### config.mk
export PLATFORM = sky130hd
export DESIGN_NAME = cpu_sequencer
export DESIGN_NICKNAME = d
export VERILOG_FILES = /design/src/rtl/cpu_sequencer.sv
export SDC_FILE = /design/constraint.sdc
export NUM_CORES = 1
export LEC_CHECK = 0
export ABC_AREA = 1
export CAP_MARGIN = 10
export CORE_MARGIN = 2
export CORE_UTILIZATION = 50
export CTS_CLUSTER_DIAMETER = 60
export DETAILED_ROUTE_END_ITERATION = 12
export GPL_ROUTABILITY_DRIVEN = 0
export PLACE_DENSITY = 0.85
export SLEW_MARGIN = 30
export SYNTH_ARGS = -nofsm -noshare
export SYNTH_HDL_FRONTEND = slang
export SYNTH_SLANG_ARGS = --single-unit
### constraint.sdc
create_clock -name clk -period 3.77 [get_ports clk]
set_input_delay 0.754 -clock clk [delete_from_list [all_inputs] [get_ports clk]]
set_output_delay 0.754 -clock clk [all_outputs]
set_load 0.03 [all_outputs]
### src/rtl/cpu_sequencer.sv
// Fetch/decode/execute controller for the 8-bit CPU: owns PC and IR, arbitrates the
// shared memory port between instruction fetch and LD/ST, and strobes register writes.
module cpu_sequencer #(
  parameter int PC_W    = 8,
  parameter int TIMEOUT = 16,
  parameter int CNT_W   = 16
) (
  input  logic             clk,
  input  logic             reset,
  output logic             mem_req,
  output logic             mem_we,
  output logic             mem_addr_sel,
  output logic [PC_W-1:0]  pc,
  input  logic [7:0]       mem_rdata,
  input  logic             mem_ready,
  output logic [7:0]       ir,
  input  logic [4:0]       opcode,
  input  logic             is_mem_op,
  input  logic             mem_rw,
  input  logic             increment_pc,
  output logic             reg_we,
  output logic             reg_src,
  output logic [2:0]       state,
  output logic             halted,
  output logic             fault,
  output logic [CNT_W-1:0] instret
);

  // Memory handshake: mem_req is held in FETCH/MEM until mem_ready is seen high in the
  // same cycle; that cycle completes the access and nothing else is needed from memory.
  typedef enum logic [2:0] {
    FETCH  = 3'd0,
    DECODE = 3'd1,
    EXEC   = 3'd2,
    MEM    = 3'd3,
    HALT   = 3'd4
  } state_e;

  localparam logic [4:0] OP_HALT = 5'b11111;
  localparam logic [4:0] OP_LI   = 5'b00001;
  localparam int WAIT_W = (TIMEOUT > 1) ? $clog2(TIMEOUT) : 1;
  localparam logic [WAIT_W-1:0] WAIT_LIMIT = WAIT_W'((TIMEOUT > 0) ? TIMEOUT - 1 : 0);

  state_e              state_q;
  logic [PC_W-1:0]     pc_q;
  logic [7:0]          ir_q;
  logic [CNT_W-1:0]    instret_q;
  logic                fault_q;
  logic [WAIT_W-1:0]   wait_q;
  logic                timeout_hit;

  // The last waiting cycle before the limit faults unless mem_ready arrives in it.
  assign timeout_hit = (TIMEOUT > 0) && (wait_q == WAIT_LIMIT);

  always_ff @(posedge clk) begin
    if (reset) begin
      state_q   <= FETCH;
      pc_q      <= '0;
      ir_q      <= '0;
      instret_q <= '0;
      fault_q   <= 1'b0;
      wait_q    <= '0;
    end else begin
      case (state_q)
        FETCH: begin
          if (mem_ready) begin
            ir_q    <= mem_rdata;
            state_q <= DECODE;
          end else if (timeout_hit) begin
            fault_q <= 1'b1;
            state_q <= HALT;
          end else begin
            wait_q <= wait_q + WAIT_W'(1);
          end
        end
        DECODE: begin
          if (opcode == OP_HALT) begin
            state_q <= HALT;
          end else if (is_mem_op) begin
            wait_q  <= '0;
            state_q <= MEM;
          end else begin
            state_q <= EXEC;
          end
        end
        EXEC: begin
          if (increment_pc) pc_q <= pc_q + PC_W'(1);
          instret_q <= instret_q + CNT_W'(1);
          wait_q    <= '0;
          state_q   <= FETCH;
        end
        MEM: begin
          if (mem_ready) begin
            pc_q      <= pc_q + PC_W'(1);
            instret_q <= instret_q + CNT_W'(1);
            wait_q    <= '0;
            state_q   <= FETCH;
          end else if (timeout_hit) begin
            fault_q <= 1'b1;
            state_q <= HALT;
          end else begin
            wait_q <= wait_q + WAIT_W'(1);
          end
        end
        HALT:    state_q <= HALT;
        default: state_q <= HALT;
      endcase
    end
  end

  always_comb begin
    mem_req      = 1'b0;
    mem_we       = 1'b0;
    mem_addr_sel = 1'b0;
    reg_we       = 1'b0;
    reg_src      = 1'b0;
    case (state_q)
      FETCH: mem_req = 1'b1;
      EXEC:  reg_we  = (opcode == OP_LI) || opcode[4];
      MEM: begin
        mem_req      = 1'b1;
        mem_addr_sel = 1'b1;
        mem_we       = mem_rw;
        reg_we       = mem_ready && !mem_rw;
        reg_src      = mem_ready && !mem_rw;
      end
      default: ;
    endcase
  end

  assign pc      = pc_q;
  assign ir      = ir_q;
  assign instret = instret_q;
  assign state   = state_q;
  assign halted  = (state_q == HALT);
  assign fault   = fault_q;

endmodule

Yosys cells after proc, flatten, opt, wreduce, memory -nomap -nowiden --
Index checks and enable logic that the tools add are counted.
Storage, ports and cells: flip-flop bits (word level) 40, logic and storage cells 56, input port bits 19, output and inout bits 42
Cells by class: bitwise gates (word level) 1, eq/ne operators 12, add/sub/neg operators 3, reduce and logical (&&, ||, !) cells 12, mux-type cells 22
Operators with widths (number):
- $pmux 16 s2 | 1
- $mux 4 | 5
- $add 16x1->16 const B | 1
- $mux 16 | 1
- $mux 8 | 2
- $pmux 4 s4 | 1
- $pmux 8 s2 | 1
- $mux 3 | 4
- $pmux 3 s4 | 1
- $ne 2x2->1 const B | 5
- $add 8x1->8 const B | 1
- $eq 3x2->1 const B | 2
- $reduce_and 3->1 | 2
- $eq 5x1->1 const B | 1
- $eq 5x5->1 const B | 1
- $mux 1 | 5
- $add 4x1->4 const B | 1
- $eq 4x4->1 const B | 1
- $reduce_and 2->1 | 2
- $reduce_and 4->1 | 1
- $reduce_bool 4->1 | 1
- $eq 3x1->1 const B | 1
- $eq 3x3->1 const B | 1
- $logic_not 3->1 | 1
- other kinds (7) | 7

Depth between registers and ports, before layout --
Gate-level depths: netlist of the first run.
depth in word-level cells 4, mapped depth 9, mapped depth without buffers 9

Worst setup path before layout of the first run --
OpenSTA, ideal clock, no wires.
kind register to output, start point register state_q[0] (netlist: state[0]), end point output reg_we, path slack 1.447 ns, data arrival time 1.569 ns, path buffers 0, stages on the path, launching flop included 5, required time 3.016 ns, cell sequence dfxtp_1 inv_2 nor2_8 nand2_4 o22ai_1
On the way: cells in the longest elaborated chain, start to end 2, elaborated cells on any way between the ends 3, those cells by class eq/ne: 2; mux: 1
Ends and longest elaborated chain:
- from (decl) | line 44 | state_e state_q;
- from (signal assigned) | line 57 | state_q <= FETCH;
- from (signal assigned) | line 68 | state_q <= DECODE;
- from (signal assigned) | line 71 | state_q <= HALT;
- $eq 3x2->1 | line 117 | case (state_q)
- $pmux 1 s2 (*) | line 117
- to (decl) | line 21 | output logic reg_we,
Every way passes the cells marked *; elsewhere a longest branch is shown, timed or not.

Worst setup path in the final report of the first run --
start point input mem_ready, end point output reg_we
On the way: cells in the longest elaborated chain, start to end 2
Ends and longest elaborated chain:
- from (decl) | line 15 | input logic mem_ready,
- $logic_and 1x1->1 | line 124 | reg_we = mem_ready && !mem_rw;
- $pmux 1 s2 | line 117
No other way between the ends.

==> qor.tcl, run 1 <==
set qor(result_of_the_run) {complete, no violations}
set qor(final_layout_size_suffix_gt1_frac) 0.101
set qor(yosys.cell_count.top_type) {nand2_1}
set qor(endpoints_failing_hold) 0
set qor(via_count) 2166
set qor(post-route-period-util) 0.811
set qor(fin_worst_hold_slack_ns) 0.445
set qor(cts_num_sinks) 40
set qor(period_minus_slack_ns) 3.06
set qor(tightest_slew_ns) 0.739
set qor(layout-area-overhead-vs-synth_pct) 35.0
set qor(cts-hold-fix-buffers) 0
set qor(post_syn_nets) 334
set qor(dp.cells) 417
set qor(detail_route.drc_violations) 0
set qor(yosysUniqueCellTypes) 32
set qor(postLayoutCellArea_um2) 2880
set qor(crit_path_max_incr_delay_ns) 0.69
set qor(design_power_total_mw) 1.00
set qor(timing.critical_path.arrival_ns) 2.30
set qor(p_clk_frac) 0.380
set qor(synth_enable_flop_cells) 0
set qor(antenna_cells) 0
set qor(grt_max_degree) 29
set qor(worst_slack_ns) 0.713
set qor(synth_top_cells_by_count) {nand2_1 (70), inv_1 (42), dfxtp_1 (40), nor2_1 (37), a21oi_1 (28)}
set qor(numCtsBuffers) 5
set qor(crit_path_cell_trace) {clkdlybuf4s50_1, nand2_4, o22ai_1, clkdlybuf4s50_1}
set qor(boundaryPins) 61
set qor(placed_area_um2) 2750
set qor(critPathKind) {primary input to output pin}
set qor(synth_async_sr_flop_share) 0
set qor(prevailing_post_synth_register_cell) {dfxtp_1}
set qor(crit_buf_inv) 2
set qor(vdd.ir_drop.worst_v) 0.000240
set qor(ys_ff_latch) 40
set qor(combined_area_of_all_synthesized_cells_um2) 2130
set qor(tritoncts_clock_tree) {done}
set qor(clk_latency_ns) 0.29
set qor(chipWidth_um) 69.3
set qor(grt.total_usage) 0.212
set qor(clockBufferDepth) 2
set qor(switchingPower_mw) 0.264
set qor(core.rowCount) 23
set qor(min-delay-path-class) {flop to flop}
set qor(route.final.wire_length_um) 4910
set qor(worst_path_max_delay_cell) {clkdlybuf4s50_1}
set qor(critical_path.most_common_cell) {clkdlybuf4s50_1}
set qor(cts_resized) 0
set qor(finalNonFillerCells) 425
set qor(final_antenna_net_count) 0
set qor(netlist_top_cells_area) {dfxtp_1 (38%), nand2_1 (12%), inv_1 (7.4%)}
set qor(wl_per_cell_um) 11.6
set qor(crit_path_start_kind) {primary input}
set qor(fp.dieArea_um2) 4810
set qor(dr.first_iter.drc_count) 154
set qor(timing.setup.tns_ns) 0
set qor(netlist.area_leader.share) 0.375
set qor(power.sequential.fraction) 0.452
set qor(top_cell_family_by_delay_on_the_critical_path) {buffers and inverters}
set qor(power_density_nw_per_um2) 349
set qor(grt_overflow_total) 0
set qor(max-cap-violations) 0
set qor(p_leak_nw) 1.22
set qor(internal_power_mw) 0.741
set qor(register_area_share_after_synthesis) 0.375
set qor(core_um2) 4060
set qor(worst_setup_path_end_kind) {output pin}
set qor(cts_root_buffer) {clkbuf_8}
set qor(height_of_the_die_um) 69.3
set qor(routed_via_density) 5.10
set qor(switching_share) 0.262
set qor(first_global_vias) 2015
set qor(dp.final_hpwl_um) 3660
set qor(start_util) 0.526
set qor(grt_pass1_wl_um) 8580
set qor(critical_path_required_ns) 3.02
set qor(yosysWarnings) 0
set qor(setup_violators_final) 0
set qor(max_clock_skew_ns) 0.00585
set qor(comb_power_share) 0.168
set qor(postCtsSetupRepairBufs) 0
set qor(grt_antenna_before_repair) 0
set qor(cts_max_level) 2
set qor(finalCoreUtilization) 0.710
set qor(placement.setup.worst_slack_ns) 0.712
set qor(syn_inst) 312
set qor(rsz0062_at_grt) {false}
set qor(num-nets-final) 396
set qor(timing.fmax_mhz) 327
set qor(slew-limit-headroom) 0.504
set qor(slew_violations) 0
set qor(layout.filler_cells) 344
set qor(worst_setup_hold_path_clk_slew_ns) 0.07
set qor(crit_fanout) 4
set qor(dr.pass1.iters) 4
set qor(synth.largest_area_cell) {dfxtp_1}
set qor(port_buffers) 60
set qor(syn_area_per_cell_um2) 6.84
## sequential cells by signal, indices dropped and copies added, names as in the netlist
register  cells
state         3
ir            8
instret      16
wait_q        4
fault         1
pc            8
## tightest hold or removal path, stage by stage, from the launching register on
cell and delay [ns]:
dfxtp_1 0.31, inv_1 0.04, a21oi_1 0.05
## path summary, 6_finish.rpt
kind         slack, ns      start   endpoint  cells past startpoint
max               0.71  mem_ready     reg_we                      4
min               0.45      ir[6]      ir[6]                      2
max reg2reg       2.21   state[1]  wait_q[2]                      6
min reg2reg       0.45      ir[6]      ir[6]                      2
## routing by layer
layer	track usage	wire, um	vias to the layer above
met5	0	0	-
met4	0.0697	71	0
met3	0.0363	245	8
met2	0.369	2380	67
met1	0.265	2220	971
li1	-	-	1120
## power by group through the flow
stage | sequential (mW) | combinational [mW] | clock, mW
after floorplan | 0.486 | 0.0819 | 0
after global placement | 0.463 | 0.163 | 0
after detailed placement | 0.464 | 0.167 | 0
after CTS | 0.454 | 0.169 | 0.390
after global routing | 0.457 | 0.183 | 0.402
final | 0.454 | 0.168 | 0.382
## cells in the final DEF, fill, tap and decap left out, drive strengths merged
cell type / count
nor3: 5
nand3: 25
nand2: 78
o22ai: 1
a31oi: 1
clkdlybuf4s50: 60
ha: 3
xnor2: 2
nand4: 3
and3: 1
dfxtp: 40
buf: 1
o21ai: 21
clkinv: 1
or2: 1
a21oi: 33
nor2: 44
a211oi: 1
inv: 46
bufinv: 1
clkbuf: 7
## cell type report
| class | instances | area [um2] | area share |
|---|---|---|---|
| tap | 50 | 62.6 | 0.0217 |
| clock inverter | 1 | 30.0 | 0.0104 |
| inverter | 47 | 176 | 0.0613 |
| multi-input combinational | 219 | 1100 | 0.384 |
| sequential | 40 | 801 | 0.278 |
| clock buffer | 7 | 96.3 | 0.0335 |
| timing repair buffer | 61 | 608 | 0.211 |
## cells by family (layout without fill, tap and decap cells)
family	count (synthesis)	count (layout)	synth area share
and+or+nand+nor	157	157	0.345
AOI/OAI and AO/OA	57	57	0.147
buffers and inverters	53	116	0.107
DFF	40	40	0.375
adders and majority gates	3	3	0.0176
xor gates and xnor gates	2	2	0.00821
No activity file was read; power rests on OpenSTA's default activity.
==> inputs of run 2 (changes only) <==
--- a/config.mk
+++ b/config.mk
@@ -8,11 +8,11 @@
 export ABC_AREA = 1
 export CAP_MARGIN = 10
 export CORE_MARGIN = 2
-export CORE_UTILIZATION = 50
+export CORE_UTILIZATION = 47
 export CTS_CLUSTER_DIAMETER = 60
 export DETAILED_ROUTE_END_ITERATION = 12
 export GPL_ROUTABILITY_DRIVEN = 0
-export PLACE_DENSITY = 0.85
+export PLACE_DENSITY = 0.81
 export SLEW_MARGIN = 30
 export SYNTH_ARGS = -nofsm -noshare
 export SYNTH_HDL_FRONTEND = slang
==> constraint.sdc (replaced) <==
create_clock -name clk -period 3.15 [get_ports clk]
set_input_delay 0.63 -clock clk [delete_from_list [all_inputs] [get_ports clk]]
set_output_delay 0.63 -clock clk [all_outputs]
set_load 0.03 [all_outputs]
==> run 2 against run 1 <==
Compared with the run above:
- clock power decreased by 8.1%
- cell area shrank 1.2%
- routed wire length is 1.3% higher
- worst setup slack got worse by 0.40 ns
- first-iteration DRC count decreased by 49%
- worst hold slack got worse by 0.00060 ns
- global-route usage decreased by 0.88 points
- largest cell class unchanged
- largest power group unchanged
==> qor.tcl, run 2 (synthesis gave the netlist of run 1 again) <==
set qor(placement.setup.worst_slack_ns) 0.330
set qor(route.final.wire_length_um) 4980
set qor(worstReg2RegStart) {state[1]}
set qor(r2r_end) {wait_q[2]}
set qor(crit_path_start_kind) {primary input}
set qor(timing.critical_path.arrival_ns) 2.20
set qor(num-nets-final) 396
set qor(detail_route.drc_violations) 0
set qor(grt_antenna_before_repair) 0
set qor(grt_max_degree) 29
set qor(timing.setup.tns_ns) 0
set qor(vdd.ir_drop.worst_v) 0.000269
set qor(placed_area_um2) 2760
set qor(clk_latency_ns) 0.29
set qor(max_clock_skew_ns) 0.00717
set qor(worst_setup_hold_path_clk_slew_ns) 0.07
set qor(min-delay-path-class) {flop to flop}
set qor(endpoints_failing_hold) 0
set qor(holdPathStages) 2
set qor(first_global_vias) 1974
set qor(postCtsSetupRepairBufs) 0
set qor(tightest_slew_ns) 0.681
set qor(result_of_the_run) {complete, no violations}
set qor(start_util) 0.490
set qor(rrSetupSlack_ns) 1.52
set qor(dr.first_iter.drc_count) 79
set qor(core.rowCount) 24
set qor(routed_via_density) 5.04
set qor(port_buffers) 60
set qor(design_power_total_mw) 1.09
set qor(grt.total_usage) 0.203
set qor(height_of_the_die_um) 71.4
set qor(crit_fanout) 4
set qor(hold_path_endpoint) {ir[6]}
set qor(numCtsBuffers) 5
set qor(slew_violations) 0
set qor(core_um2) 4350
set qor(cts_root_buffer) {clkbuf_8}
set qor(dp.cells) 419
set qor(worst_hold_startpoint) {ir[6]}
set qor(worst_setup_path_end_kind) {output pin}
set qor(layout.cells.most_common_list) {nand2_1 (70), clkdlybuf4s50_1 (60), inv_1 (42)}
set qor(cts_num_sinks) 40
set qor(worst_r2r_path_depth) 6
set qor(layout_commonest_cell) {nand2_1}
set qor(largest_register_ff_count) 16
set qor(fp.dieArea_um2) 5090
set qor(cts_resized) 0
set qor(final_layout_size_suffix_gt1_frac) 0.0960
set qor(dp.final_hpwl_um) 3700
set qor(period_minus_slack_ns) 2.83
set qor(max-cap-violations) 0
set qor(boundaryPins) 61
set qor(power_density_nw_per_um2) 385
set qor(p_leak_nw) 1.20
set qor(cts_max_level) 2
set qor(post-route-period-util) 0.899
set qor(setup_violators_final) 0
set qor(finalNonFillerCells) 427
set qor(rsz0062_at_grt) {false}
set qor(finalCoreUtilization) 0.653
set qor(grt_overflow_total) 0
set qor(worst_slack_ns) 0.317
set qor(via_count) 2152
set qor(antenna_cells) 0
set qor(dr.pass1.iters) 4
set qor(layout-area-overhead-vs-synth_pct) 33.4
set qor(timing.fmax_mhz) 353
set qor(clockBufferDepth) 2
set qor(slew-limit-headroom) 0.543
set qor(chipWidth_um) 71.4
set qor(grt_pass1_wl_um) 8470
set qor(critPathKind) {primary input to output pin}
set qor(fin_worst_hold_slack_ns) 0.445
set qor(critical_path_required_ns) 2.52
set qor(postLayoutCellArea_um2) 2850
set qor(final_antenna_net_count) 0
set qor(wl_per_cell_um) 11.7
set qor(tritoncts_clock_tree) {done}
set qor(cts-hold-fix-buffers) 0
==> run 2: cell types whose count changed in the layout (fill, tap and decap cells not counted) <==
cell	change
clkbuf_8	-1
bufinv_16	-1
clkbuf_1	+2
==> run 2: layout make-up <==
cell class / count / area, um2
Clock buffer: 8 / 90.1
Fill cell: 396 / 1510
Inverter: 47 / 176
Multi-Input combinational cell: 219 / 1100
Sequential cell: 40 / 801
Tap cell: 52 / 65.1
Timing Repair Buffer: 61 / 608
==> run 2: worst max-delay path by stage <==
stage | startpoint | to | slack [ns] | cells past startpoint
floorplan | state[0] | reg_we | 0.95 | 4
global placement | mem_ready | reg_we | 0.36 | 4
detailed placement | mem_ready | reg_we | 0.33 | 4
CTS | mem_ready | reg_we | 0.33 | 4
global route | mem_ready | reg_we | 0.31 | 4
finish | mem_ready | reg_we | 0.32 | 4
==> run 2: report_power, final <==
part | switching [mW] | internal (mW) | total [mW]
clock network | 0.172 | 0.179 | 0.351
logic | 0.118 | 0.0823 | 0.200
registers | 0.0188 | 0.525 | 0.544
==> run 2: metal layers <==
metal | vias to the layer above | GRT usage | share of wire
met4 | 0 | 0.0608 | 0.010
met1 | 962 | 0.257 | 0.44
met5 | - | 0 | 0
li1 | 1114 | - | -
met3 | 7 | 0.0394 | 0.073
met2 | 69 | 0.350 | 0.48
==> run 2: critical path: stages <==
cell and delay, ns:
clkdlybuf4s50_1 0.62, nand2_4 0.10, o22ai_1 0.15, clkdlybuf4s50_1 0.70
==> inputs of run 3 (changes only) <==
--- a/config.mk
+++ b/config.mk
@@ -7,7 +7,6 @@
 export LEC_CHECK = 0
 export ABC_AREA = 1
 export CAP_MARGIN = 10
-export CORE_MARGIN = 2
 export CORE_UTILIZATION = 47
 export CTS_CLUSTER_DIAMETER = 60
 export DETAILED_ROUTE_END_ITERATION = 12
==> run 3 against run 2 <==
Compared with the run above:
- via count decreased by 0.56%
- global-route usage increased by 0.12 points
- die area decreased by 5.5%
- clock power about the same
- worst hold slack improved by 0.0012 ns
==> qor.tcl, run 3 (synthesis gave the netlist of run 1 again) <==
set qor(worst_setup_hold_path_clk_slew_ns) 0.07
set qor(finalNonFillerCells) 427
set qor(fp.dieArea_um2) 4810
set qor(via_count) 2140
set qor(layout.filler_cells) 399
set qor(dp.cells) 419
set qor(power_density_nw_per_um2) 384
set qor(critical_path_required_ns) 2.52
set qor(first_global_vias) 1846
set qor(grt_max_degree) 29
set qor(crit_fanout) 4
set qor(slew-limit-headroom) 0.535
set qor(grt_pass1_wl_um) 7990
set qor(endpoint) {reg_we}
set qor(setup_violators_final) 0
set qor(dp.final_hpwl_um) 3520
set qor(worst_r2r_path_depth) 6
set qor(period_minus_slack_ns) 2.83
set qor(timing.critical_path.arrival_ns) 2.20
set qor(fin_worst_hold_slack_ns) 0.446
set qor(startpoint) {mem_ready}
set qor(final_antenna_net_count) 0
set qor(height_of_the_die_um) 69.4
set qor(comb_power_share) 0.182
set qor(layout-area-overhead-vs-synth_pct) 33.4
set qor(crit_path_start_kind) {primary input}
set qor(critPathKind) {primary input to output pin}
set qor(dr.first_iter.drc_count) 132
set qor(sequential_cell_area_um2) 801
set qor(boundaryPins) 61
set qor(timing.fmax_mhz) 354
set qor(largest_register_ff_count) 16
set qor(cts_root_buffer) {clkbuf_8}
set qor(switching_share) 0.280
set qor(switchingPower_mw) 0.306
set qor(worst_setup_path_end_kind) {output pin}
set qor(tritoncts_clock_tree) {done}
set qor(min-delay-path-class) {flop to flop}
set qor(p_clk_frac) 0.320
set qor(worst_slack_ns) 0.322
set qor(detail_route.drc_violations) 0
set qor(timing.setup.tns_ns) 0
set qor(power.sequential.fraction) 0.498
set qor(core_um2) 4350
set qor(postCtsSetupRepairBufs) 0
set qor(wl_per_cell_um) 11.1
set qor(dr.pass1.iters) 4
set qor(core.rowCount) 24
set qor(multi_input_comb_area_um2) 1100
set qor(cts-hold-fix-buffers) 0
set qor(cts_resized) 0
set qor(antenna_cells) 0
set qor(routed_via_density) 5.01
set qor(final_layout_size_suffix_gt1_frac) 0.0960
set qor(grt_antenna_before_repair) 0
set qor(cts_num_sinks) 40
set qor(port_buffers) 60
set qor(start_util) 0.490
set qor(post-route-period-util) 0.898
set qor(clk_latency_ns) 0.29
set qor(clockBufferDepth) 2
set qor(num-nets-final) 396
set qor(slew_violations) 0
set qor(numCtsBuffers) 5
set qor(max-cap-violations) 0
set qor(worstReg2RegStart) {state[1]}
set qor(vdd.ir_drop.worst_v) 0.000314
set qor(p_leak_nw) 1.20
set qor(rrSetupSlack_ns) 1.58
set qor(chipWidth_um) 69.4
set qor(endpoints_failing_hold) 0
set qor(rsz0062_at_grt) {false}
set qor(layout_commonest_cell) {nand2_1}
set qor(internal_power_mw) 0.786
set qor(tightest_slew_ns) 0.694
set qor(route.final.wire_length_um) 4720
set qor(placement.setup.worst_slack_ns) 0.318
set qor(max_clock_skew_ns) 0.00553
set qor(cts_max_level) 2
set qor(grt_overflow_total) 0
set qor(result_of_the_run) {complete, no violations}
set qor(r2r_end) {wait_q[2]}
set qor(grt.total_usage) 0.204
set qor(layout.cells.most_common_list) {nand2_1 (70), clkdlybuf4s50_1 (60), inv_1 (42)}
==> run 3: metal layers <==
| metal | routed length, um | share of wire | up-vias | track usage |
|---|---|---|---|---|
| met5 | 0 | 0 | - | 0 |
| li1 | - | - | 1124 | - |
| met3 | 229 | 0.049 | 4 | 0.0363 |
| met2 | 2220 | 0.47 | 50 | 0.339 |
| met1 | 2220 | 0.47 | 962 | 0.259 |
| met4 | 48 | 0.010 | 0 | 0.0884 |
==> run 3: cell type report <==
type / instances / share of cell area
clock buffer: 8 / 0.0317
inverter: 47 / 0.0620
multi-input combinational: 219 / 0.388
sequential: 40 / 0.281
tap: 52 / 0.0229
timing repair buffer: 61 / 0.214
==> run 3: worst min-delay path by stage <==
| stage | start | slack [ns] | end | depth (start not counted) |
|---|---|---|---|---|
| 3_3_place_gp | ir[3] | 0.43 | ir[3] | 2 |
| 4_1_cts | ir[0] | 0.45 | ir[0] | 2 |
| 6_report | ir[1] | 0.45 | ir[1] | 2 |
| 3_5_place_dp | ir[0] | 0.44 | ir[0] | 2 |
| 5_1_grt | ir[4] | 0.47 | ir[4] | 2 |
| 2_1_floorplan | wait_q[1] | 0.48 | wait_q[1] | 2 |
==> run 3: critical path, cell delays in order <==
cell	delay, ns
clkdlybuf4s50_1	0.62
nand2_4	0.10
o22ai_1	0.16
clkdlybuf4s50_1	0.70
==> run 3: power groups by stage <==
| stage | Clock, mW | Sequential [mW] | Combinational (mW) |
|---|---|---|---|
| floorplan | 0 | 0.581 | 0.0981 |
| global placement | 0 | 0.554 | 0.196 |
| detailed placement | 0 | 0.555 | 0.199 |
| CTS | 0.357 | 0.543 | 0.200 |
| global route | 0.379 | 0.547 | 0.216 |
| finish | 0.350 | 0.544 | 0.199 |
==> run 3: stage by stage <==
stage                     instance area (um2)  utilization  total power [mW]
after floorplan                          2130            -             0.680
after global placement                   2760        0.633             0.750
after detailed placement                 2760        0.633             0.754
after CTS                                2850        0.653              1.10
after global routing                     2850        0.653              1.14
final                                    2850        0.653              1.09
==> variant 1: new RTL, settings of run 2 <==
Reset style: asynchronous (`reset`), changed in one clocked block.
--- a/src/rtl/cpu_sequencer.sv
+++ b/src/rtl/cpu_sequencer.sv
@@ -53,5 +53,5 @@
   assign timeout_hit = (TIMEOUT > 0) && (wait_q == WAIT_LIMIT);
 
-  always_ff @(posedge clk) begin
+  always_ff @(posedge clk or posedge reset) begin
     if (reset) begin
       state_q   <= FETCH;
Formal check against the unedited RTL: differs if reset is asserted again (counterexample within 4 cycles, from zero or initial values and one cycle with reset high); with reset held inactive, the same outputs for 10 cycles.
==> variant 1 against run 2 <==
- design area increased by 2.9%
- critical path depth unchanged
- setup slack better by 0.12 ns
- first-iteration DRC count rose by 10%
- routed wire length decreased by 7.7%
- sequential cell count is the same
- synthesized area rose by 0.94%
- highest routed layer unchanged
Power is not compared: it rests on default switching activity, and its combinational part moved more than twofold at a synthesized area within 25%.
==> variant 1: results (changes against run 2) <==
- The met3 routed wirelength is 321 µm (-11%).
- The maximum number of pins on one net before global-route repair is 41 (+41%).
- The number of nets produced by synthesis is 288 (-14%).
- The number of clock buffer instances in the layout was 7 (-1).
- The detailed-placement wirelength estimate is 3.526 mm (-4.7%).
- The total via count in the routed design is 1,881 (-13%).
- The largest fanout of any net on the critical path was 3 (-1).
- The worst setup timing slack at the placement stage was 0.4371 ns (+0.1067 ns).
- The mean post-synth cell area came to 8.095 µm² (+18%).
- The global-route track usage on met1 is 24.73% (-1.0 points).
- The post-synthesis compound-gate area fraction is 3.603% (-11 points).
- The via density per instance came to 4.848 (-3.8%).
- The post-route worst setup slack came to 0.4343 ns (+0.1177 ns).
- The area fraction of clock buffers and clock inverters is 3.205% (+0.039 points).
- The run finished with clean final reports.
- The fraction of area in non-clock buffers came to 21.03% (-0.35 points).
- The worst endpoint data arrival time is 2.09 ns (-0.11 ns).
- The fraction of synthesized area in multiplexers is 4.184% (+4.2 points).
- The non-clock inverter instance count of the final layout is 37 (-21%).
- The final-stage net count is 357 (-9.8%).
- The number of placed instances with taps included was 380 (-9.3%).
- The global-route met2 utilization is 33.02% (-2.0 points).
- The synthesized-area fraction occupied by xor and xnor cells is 6.101% (+5.3 points).
- The ratio of cells with drive above 1 in the final layout is 11.01% (+1.4 points).
- The routed wire length on met2 is 2.189 mm (-7.8%).
- The proportion of cell area occupied by registers is 34.19% (+6.0 points).
- The number of sequential storage elements is 40 (unchanged).
- The sequential element share of the synthesized area came to 46.48% (+8.9 points).
[variant 1: cell count changes after synthesis, moves of 4 or more]
cell / before / now
sky130_fd_sc_hd__nand2_1: 70 / 87
sky130_fd_sc_hd__o21ai_0: 19 / 5
sky130_fd_sc_hd__xor2_1: 0 / 10
sky130_fd_sc_hd__mux2_2: 0 / 8
sky130_fd_sc_hd__inv_1: 42 / 31
sky130_fd_sc_hd__a21oi_2: 5 / 0
sky130_fd_sc_hd__dfrtp_1: 0 / 40
sky130_fd_sc_hd__nand3_1: 23 / 17
sky130_fd_sc_hd__nand4_1: 3 / 7
sky130_fd_sc_hd__dfxtp_1: 40 / 0
sky130_fd_sc_hd__a21oi_1: 28 / 0
sky130_fd_sc_hd__nor2_1: 37 / 24
[variant 1: tightest hold or removal path, delay by kind of cell (launching register included)]
| family | cells | cell delay (ns) |
|---|---|---|
| buf+inv | 1 | 0.04 |
| simple gates | 1 | 0.05 |
| flops | 1 | 0.35 |
==> variant 2: new RTL, settings of run 2 <==
Without the edit above. The parameter `CNT_W` goes from 16 to 14.
--- a/src/rtl/cpu_sequencer.sv
+++ b/src/rtl/cpu_sequencer.sv
@@ -4,5 +4,5 @@
   parameter int PC_W    = 8,
   parameter int TIMEOUT = 16,
-  parameter int CNT_W   = 16
+  parameter int CNT_W   = 14
 ) (
   input  logic             clk,
Ports: changed (resized instret); port bits go from 61 to 59. No check against the original RTL was run, so the function may have changed too.
==> variant 2 against run 2 <==
- routed wire length decreased by 9.7%
- via count decreased by 6.0%
- sequential cell count decreased by 2
- count of clock-buffer cells in the layout decreased by 1
- synthesized area decreased by 4.4%
- design area decreased by 3.8%
- setup slack improved by 0.13 ns
- power decreased by 2.5%
- critical endpoint unchanged
- largest power group unchanged
==> variant 2: results (changes against run 2) <==
- The reported combinational group power is 0.000204 W (+2%).
- The leakage power of the design is 1.155 nW (-3.4%).
- The depth of the most critical reg-to-reg path came to 7 (+1).
- The worst hold slack is 0.4436 ns (-0.001311 ns).
- The worst endpoint data arrival time is 2.07 ns (-0.13 ns).
- The worst hold path terminates at ir[3].
- The area fraction of clock buffers and clock inverters is 3.338% (+0.17 points).
- The multi-input combinational gate total is 205 (-6.4%).
- The number of port buffers came to 58 (-3.3%).
- The flow ran to the end, and the final reports show no timing, DRC or antenna violations.
- The number of clock buffer instances in the layout is 7 (-1).
- The cell area after placement is 2645 µm² (-4.0%).
- In this run the critical register-to-register path is launched from state[2].
- The sequential element share of the synthesized area is 37.30% (-0.24 points).
- The distinct cell type count of the synthesized netlist is 30 (-6.3%).
- The adder-cell share of the synthesized area is 1.840% (+0.081 points).
- The proportion of cell area occupied by registers was 27.80% (-0.34 points).
- The number of instances in the synthesized netlist is 297 (-4.8%).
- The maximum number of pins on one net before global-route repair was 23 (-21%).
- The core occupancy in the finished layout is 66.96% (+1.6 points).
- The fraction of area in non-clock buffers is 21.77% (+0.39 points).
- The via density per instance is 4.958 (-1.6%).
- The number of global-route vias before repair is 1,809 (-8.4%).
- The violation count after the first detailed-routing iteration is 76 (-3.8%).
- The mean post-synth cell area was 6.867 µm² (+0.43%).
- The total area of multi-input combinational cells is 1047 µm² (-5.2%).
- Counting instances in the post-synthesis netlist gives the leading cell types as sky130_fd_sc_hd__nand2_1 (71), sky130_fd_sc_hd__inv_1 (44), sky130_fd_sc_hd__dfxtp_1 (38).
- The worst clock skew was 0.006230 ns (-0.0009406 ns).
- The flip-flop count of the largest register after layout is 14 (-2).
- The final-layout fill cell count is 389 (-1.8%).
-- variant 2: cell types whose count changed after synthesis, moves of 5 or more --
cell	change
sky130_fd_sc_hd__nor2_1	-5
sky130_fd_sc_hd__a21oi_1	-5
sky130_fd_sc_hd__nand3_1	-6
sky130_fd_sc_hd__nand4_1	+5
-- variant 2: worst register-to-register path, cell delays in order, from the launching register on --
cell and delay, ns:
sky130_fd_sc_hd__dfxtp_1 0.49, sky130_fd_sc_hd__inv_4 0.10, sky130_fd_sc_hd__nand3_2 0.26, sky130_fd_sc_hd__nand2_1 0.15
sky130_fd_sc_hd__nor2_2 0.19, sky130_fd_sc_hd__nand2_1 0.07, sky130_fd_sc_hd__nand2_1 0.06, sky130_fd_sc_hd__nor2_1 0.04
-- variant 2: routing by layer --
metal	GRT usage [%]	wire (µm)	vias to the layer above
li1	-	-	1069
met4	9.615	96	0
met5	0	0	-
met2	32.17	2074	52
met1	23.14	2059	892
met3	4.762	263	10
